**src/rtl/gemm_result_drain_pkg.sv**
```systemverilog
// Shared sizing constants and state encoding for the GEMM result drain.
package gemm_result_drain_pkg;

    localparam int ACC_BANKS  = 4;
    localparam int ACC_LANES  = 4;
    localparam int ACC_W      = 32;

    // One drained vector is all lanes of one bank, written as a single beat.
    localparam int VEC_W      = ACC_LANES * ACC_W;
    // Byte offset between consecutive banks within a row: log2(bytes per vector).
    localparam int BANK_SHIFT = $clog2(VEC_W / 8);
    localparam int BANK_IDX_W = $clog2(ACC_BANKS);

    typedef enum logic [2:0] {
        ST_IDLE,
        ST_RD,
        ST_CAP,
        ST_WR,
        ST_FIN
    } drain_state_t;

endpackage

```
**src/rtl/gemm_result_drain.sv**
```systemverilog
// Pops finished accumulator vectors row by row, bank by bank, and writes each
// one as a single wide request on a valid/ready memory port at a strided address.
module gemm_result_drain
    import gemm_result_drain_pkg::*;
#(
    parameter int ADDR_W = 32,
    parameter int ROWS_W = 8
) (
    input  logic                                         clk,
    input  logic                                         rst,
    input  logic                                         start,
    input  logic [ADDR_W-1:0]                            base_addr,
    input  logic [ADDR_W-1:0]                            stride,
    input  logic [ROWS_W-1:0]                            num_rows,
    input  logic [2:0]                                   n_banks,
    input  logic [ACC_BANKS-1:0]                         acc_empty,
    output logic [ACC_BANKS-1:0]                         acc_rd_en,
    input  logic [ACC_BANKS-1:0][ACC_LANES-1:0][ACC_W-1:0] acc_data,
    output logic                                         mem_valid,
    input  logic                                         mem_ready,
    output logic [ADDR_W-1:0]                            mem_addr,
    output logic [VEC_W-1:0]                             mem_wdata,
    output logic                                         busy,
    output logic                                         done
);

    drain_state_t          state_reg;
    drain_state_t          state_next;

    // Latched tile configuration.
    logic [ADDR_W-1:0]     stride_reg;
    logic [ROWS_W-1:0]     num_rows_reg;
    logic [2:0]            n_banks_reg;

    // Loop position and running row address.
    logic [ROWS_W-1:0]     row_reg;
    logic [2:0]            bank_reg;
    logic [ADDR_W-1:0]     row_base_reg;

    // Holding registers for the request presented in WR.
    logic [ADDR_W-1:0]     addr_reg;
    logic [VEC_W-1:0]      data_reg;

    logic [2:0]            n_banks_sat;
    logic [BANK_IDX_W-1:0] bank_idx;
    logic [ADDR_W-1:0]     bank_offset;
    logic                  last_bank;
    logic                  last_row;
    logic                  launch;
    logic                  handshake;

    // More than four banks requested means all four.
    assign n_banks_sat = (n_banks > 3'd4) ? 3'd4 : n_banks;
    assign bank_idx    = bank_reg[BANK_IDX_W-1:0];
    assign bank_offset = ADDR_W'(bank_reg) << BANK_SHIFT;
    assign last_bank   = (bank_reg == n_banks_reg - 3'd1);
    assign last_row    = (row_reg == num_rows_reg - ROWS_W'(1));
    assign launch      = (state_reg == ST_IDLE) && start;
    assign handshake   = (state_reg == ST_WR) && mem_ready;

    assign mem_addr    = addr_reg;
    assign mem_wdata   = data_reg;
    assign busy        = (state_reg != ST_IDLE);

    // State register; reset abandons any in-flight vector.
    always_ff @(posedge clk or posedge rst) begin
        if (rst) begin
            state_reg <= ST_IDLE;
        end else begin
            state_reg <= state_next;
        end
    end

    // Next-state logic plus the strobes decoded from the current state.
    always_comb begin
        state_next = state_reg;
        acc_rd_en  = '0;
        mem_valid  = 1'b0;
        done       = 1'b0;
        case (state_reg)
            ST_IDLE: begin
                if (start) begin
                    if ((num_rows == '0) || (n_banks == 3'd0)) begin
                        state_next = ST_FIN;
                    end else begin
                        state_next = ST_RD;
                    end
                end
            end
            ST_RD: begin
                // Pop only a bank that has data; otherwise wait here.
                if (!acc_empty[bank_idx]) begin
                    acc_rd_en[bank_idx] = 1'b1;
                    state_next          = ST_CAP;
                end
            end
            ST_CAP: begin
                state_next = ST_WR;
            end
            ST_WR: begin
                mem_valid = 1'b1;
                if (mem_ready) begin
                    state_next = (last_bank && last_row) ? ST_FIN : ST_RD;
                end
            end
            ST_FIN: begin
                done       = 1'b1;
                state_next = ST_IDLE;
            end
            default: begin
                state_next = ST_IDLE;
            end
        endcase
    end

    // Config latch, loop counters, address generation and data capture.
    always_ff @(posedge clk or posedge rst) begin
        if (rst) begin
            stride_reg   <= '0;
            num_rows_reg <= '0;
            n_banks_reg  <= '0;
            row_reg      <= '0;
            bank_reg     <= '0;
            row_base_reg <= '0;
            addr_reg     <= '0;
            data_reg     <= '0;
        end else begin
            if (launch) begin
                stride_reg   <= stride;
                num_rows_reg <= num_rows;
                n_banks_reg  <= n_banks_sat;
                row_reg      <= '0;
                bank_reg     <= '0;
                row_base_reg <= base_addr;
            end
            if (state_reg == ST_CAP) begin
                // Data from the pop issued in RD is valid now; freeze it with its address.
                data_reg <= acc_data[bank_idx];
                addr_reg <= row_base_reg + bank_offset;
            end
            if (handshake) begin
                if (last_bank) begin
                    bank_reg     <= '0;
                    row_reg      <= row_reg + ROWS_W'(1);
                    row_base_reg <= row_base_reg + stride_reg;
                end else begin
                    bank_reg <= bank_reg + 3'd1;
                end
            end
        end
    end

endmodule
```
**config.mk**
```make
export PLATFORM = sky130hd
export DESIGN_NAME = gemm_result_drain
export DESIGN_NICKNAME = d
export VERILOG_FILES = /design/src/rtl/gemm_result_drain_pkg.sv /design/src/rtl/gemm_result_drain.sv
export SDC_FILE = /design/constraint.sdc
export NUM_CORES = 1
export LEC_CHECK = 0
export ABC_AREA = 1
export CAP_MARGIN = 20
export CORE_AREA = 5 5 292 294
export CTS_CLUSTER_SIZE = 16
export DETAILED_ROUTE_END_ITERATION = 10
export DIE_AREA = 0 0 297 299
export SKIP_LAST_GASP = 1
export SYNTH_ARGS = -nofsm -noshare
export SYNTH_HDL_FRONTEND = slang
export SYNTH_SLANG_ARGS = --single-unit
```
**constraint.sdc**
```tcl
create_clock -name clk -period 20.5 [get_ports clk]
set_input_delay 6.15 -clock clk [delete_from_list [all_inputs] [get_ports clk]]
set_output_delay 6.15 -clock clk [all_outputs]
set_load 0.02 [all_outputs]
```
Yosys cells after proc, flatten, opt, wreduce, memory -nomap -nowiden

Cells that the tools add are included.

$add $sub $neg: 6
Magnitude comparators: 3
Equal/unequal tests: 9
Mux-type cells: 26
Reductions and logical operators: 11

Operators by type and width:

| cell                                                                          | number |
|---|---|
| 128-bit binary-select mux with 2-bit select                                   | 1 |
| 128-bit two-way mux                                                           | 1 |
| 32-bit two-way mux                                                            | 3 |
| 32-bit adder                                                                  | 1 |
| 32-bit by 7-bit adder with 32-bit output                                      | 1 |
| 3-bit two-way mux                                                             | 9 |
| 8-bit two-way mux                                                             | 3 |
| 3-bit case mux with 4 select lines                                            | 1 |
| 8-bit by 1-bit adder with 8-bit output (second input constant)                | 1 |
| 8-bit == test                                                                 | 1 |
| 8-bit zero test                                                               | 1 |
| 4-bit two-way mux                                                             | 2 |
| 8-bit by 1-bit subtractor with 8-bit output (second input constant)           | 1 |
| 3-bit by 2-bit == test with 1-bit output (second input constant)              | 2 |
| 3-bit zero test                                                               | 2 |
| 2-bit inequality test (second input constant)                                 | 3 |
| 1-bit logical AND                                                             | 4 |
| 1-bit two-way mux                                                             | 4 |
| 3-bit by 1-bit adder with 3-bit output (second input constant)                | 1 |
| 3-bit by 1-bit == test with 1-bit output (second input constant)              | 1 |
| 3-bit == test                                                                 | 1 |
| 3-bit == test (second input constant)                                         | 1 |
| 3-bit greater-than comparator (second input constant)                         | 1 |
| 2-bit by 3-bit less-than comparator with 1-bit output (second input constant) | 1 |
| other kinds (8)                                                               | 8 |

Bits in registers: 249
Input port bits: 595
Output and inout port bits: 167
Logic and storage cells: 64

Depth between registers and ports, before layout

Depth after elaboration: 6
Depth in mapped cells: 15
Gate-level depth less buffers: 15

Worst setup path before layout

OpenSTA, ideal clock, no wires.

Path type: input port to output port
Start point: in acc_empty[1]
End point: out acc_rd_en[0]
Arrival: 6.968 ns
Required time: 14.350 ns
Setup slack: 7.382 ns
Cell stages on the path: 4
Path buffers: 0
Cells stage by stage: o21ai_0 > o22ai_1 > or2_2 > nor2_1

Longest elaborated chain between the ends: 4

Ends and longest elaborated chain:

| what                                      | RTL line                | source |
|---|---|---|
| start, declared                           | gemm_result_drain.sv:16 | `input logic [ACC_BANKS-1:0] acc_empty,` |
| 1-bit binary-select mux with 2-bit select | gemm_result_drain.sv:92 | `if (!acc_empty[bank_idx]) begin` |
| 1-bit two-way mux (not written as such)   | gemm_result_drain.sv:92 |  |
| 4-bit two-way mux                         | gemm_result_drain.sv:92 |  |
| 4-bit two-way mux                         | gemm_result_drain.sv:80 | `case (state_reg)` |
| end, declared                             | gemm_result_drain.sv:17 | `output logic [ACC_BANKS-1:0] acc_rd_en,` |

Every way passes these cells. The select of a mux whose other input is x is not followed.

Final worst setup path

Same ends and word-level chain as after synthesis.

==> impl_metrics.yaml <==
placed_design:
  hpwl_um: 85600
  pre_cts_ws_ps: 6500
  routabilityCongestion: 0.957
  portBuffers: 761
  dpl-instance-area_um2: 24900
synthesis:
  ys.flop_type: "dfrtp_1"
  synth.yosys.seq_area_share: 0.381
  synth_area_leaders: "dfrtp_1, nand2_1, o21ai_0"
  netlist-cell-type-count: 41
  syn_nets: 3129
  syn_area_um2: 16300
  synth_most_common_cell: "nand2_1"
  synth_cells: 2491
  synth-seq-cells: 249
  synth_area_leader_cell: "dfrtp_1"
  synth_edf_count: 0
  async_reset_ff_frac: 1.00
  ys_warn_count: 0
  syn_area_per_cell_um2: 6.56
  netlist_top_cells_count: "nand2_1, nor2_1, o21ai_0"
  synthDominantCellAreaShare: 0.381
pwr:
  power_frac_clock: 0.166
  pwr-share-seq: 0.227
  switchingPower_mw: 2.08
  switching_share: 0.509
  pwr_density_cell_nw_per_um2: 156
  combPwrFrac: 0.606
  ir_worst_vdd_uv: 89.9
  p_total_mw: 4.09
  internal-power_mw: 2.01
  p_leak_nw: 11.8
routing:
  vias: 20022
  viasPerCell: 4.66
  totalWireLength_um: 108000
  drc_errors: 0
  dr.pass1.iters: 5
  drt-initial-drc-count: 1598
  drtAntennaViolNets: 0
  wire_per_inst_um: 25.1
setup_path:
  crit_chain: "clkdlybuf4s50_1 > o21ai_0 > o22ai_1 > or2_2 > nor2_1 > clkdlybuf4s50_1"
  crit_path_frequent_cell: "clkdlybuf4s50_1"
  worstSetupStartpointType: "input port"
  crit_buf_inv: 2
  critPathTopFamily: "buffers and inverters"
  critical-path-max-stage-delay_ps: 610
  crit_slowest_cell: "clkdlybuf4s50_1"
  crit_arrival_ps: 7860
  critPathCaptureType: "output pin"
  required_ps: 14350
  critPathKind: "in -> out"
  cp_max_fo: 4
global_routing:
  grt_pass1_vias: 19772
  grt_max_degree: 150
  grt_pass1_wl_um: 150000
  track_usage: 0.231
  grt_antenna_before_repair: 43
  globalRouteOverflowTotal: 0
floorplanning:
  initial_core_util: 0.198
  die_h_um: 299
  dieArea_um2: 88800
  io_pins: 762
  rows: 106
  die_w_um: 297
  core_um2: 82600
cells_and_area:
  fillers: 9070
  multi_input_area_um2: 8850
  utilization: 0.318
  drive_gt1_frac: 0.0316
  largest_reg_flops: 128
  final_nets: 3807
  syn2layout_area_growth_pct: 60.5
  final_area_um2: 26200
  register_area_um2: 6240
clock_tree:
  cts_sinks: 249
  path_clk_slew_ps: 50
  cts-htree-levels: 2
  post_cts_buffers: 0
  clock_path_buffers: 3
  clockRootBuffer: "clkbuf_16"
  cts_made_buffers: 36
  hold_buffers: 0
  tritoncts: "done"
  clock_latency_ps: 550
  cts.repair.resized: 0
job:
  cap_violations: 0
timing:
  max_freq_ghz: 0.0714
  rsz0062_at_grt: "no"
  period_share: 0.684
  slew_violations: 0
  worst_slack_ps: 6490
  setup_violations: 0
  clock-skew-final_ps: 20.3
  min_period_ps: 14010
  hold_violations: 0
  fin_setup_tns_ps: 0
  tightest_slew_ps: 1130
  max_slew_margin: 0.241
status:
  status: "finished, final reports clean"
worst_hold_path:
  hold_class: "reg -> reg"
## path summary, 6_finish.rpt
check,from,slack (ps),endpoint,depth (start not counted)
worst max-delay path,acc_empty[1],6490,acc_rd_en[0],6
worst min-delay path,mem_wdata[16]$_DFFE_PP0N_,470,mem_wdata[16]$_DFFE_PP0N_,2
worst max register to register,bank_reg[1]$_DFFE_PP0P_,16280,mem_addr[28]$_DFFE_PP0N_,14
worst min register to register,mem_wdata[16]$_DFFE_PP0N_,470,mem_wdata[16]$_DFFE_PP0N_,2
max in group asynchronous,rst,12640,row_base_reg[29]$_DFF_PP0_,5
min in group asynchronous,rst,6030,mem_wdata[23]$_DFFE_PP0N_,2
## cell type report
class,instances,area share
multi-input cells,1920,0.337
inverters,182,0.0269
repair buffers,780,0.297
clock inverters,21,0.00954
flip-flops and latches,249,0.238
diodes,21,0.00200
well taps,1080,0.0515
clock buffers,45,0.0380
## power groups by stage
stage	clock network (mW)	registers (mW)	logic, mW
floorplan	0	1.05	1.23
global placement	0	0.926	2.47
detailed placement	0	0.928	2.48
CTS	0.700	0.926	2.50
global route	0.716	0.956	2.73
finish	0.680	0.929	2.48
## cell usage in the layout, fill, tap and decap left out, types with 5 or more instances in the layout
cell type          n
a21oi_1           64
buf_4             17
bufinv_16          5
clkbuf_16         37
clkdlybuf4s50_1  761
clkinv_2          10
dfrtp_1          247
diode_2           21
ha_1              41
inv_1            174
inv_6              5
nand2_1          823
nand3_1           78
nand4_1           15
nor2_1           359
nor3_1            19
o21ai_0          313
o21ai_1           11
o22ai_1          147
xnor2_1            6
xor2_1            15
## layer usage
| layer | part of all wire | track usage |
|---|---|---|
| met5 | 0.00064 | 0 |
| met4 | 0.032 | 0.0729 |
| met3 | 0.11 | 0.0907 |
| met2 | 0.46 | 0.378 |
| met1 | 0.40 | 0.281 |
## worst register-to-register path, stage by stage (launching register included)
cell and delay, ps:
dfrtp_4 690, buf_4 740, inv_4 200, buf_4 400
fa_1 520, inv_1 80, nand2_1 70, nand2_1 110
nand3_1 130, nor2_1 400, nand2_1 220, nor3_1 220
xor2_1 200, nand2_1 80, nand2_1 90
## metrics by stage
step,hold WS (ps),std cells
floorplan,455,2491
detailed placement,464,4210
global placement,458,4210
global route,491,4291
finish,474,4298
CTS,478,4276
## kinds of logic (layout without fill, tap and decap cells)
group	Yosys count	count (layout)	share of synthesized area
buf+inv	322	1028	0.0775
simple gates	1308	1308	0.315
xor+xnor	21	21	0.0113
other cells	0	21	0
flops	249	249	0.381
compound gates	548	548	0.182
fa+ha+maj	43	43	0.0338
Power figures use the tool's default switching activity.
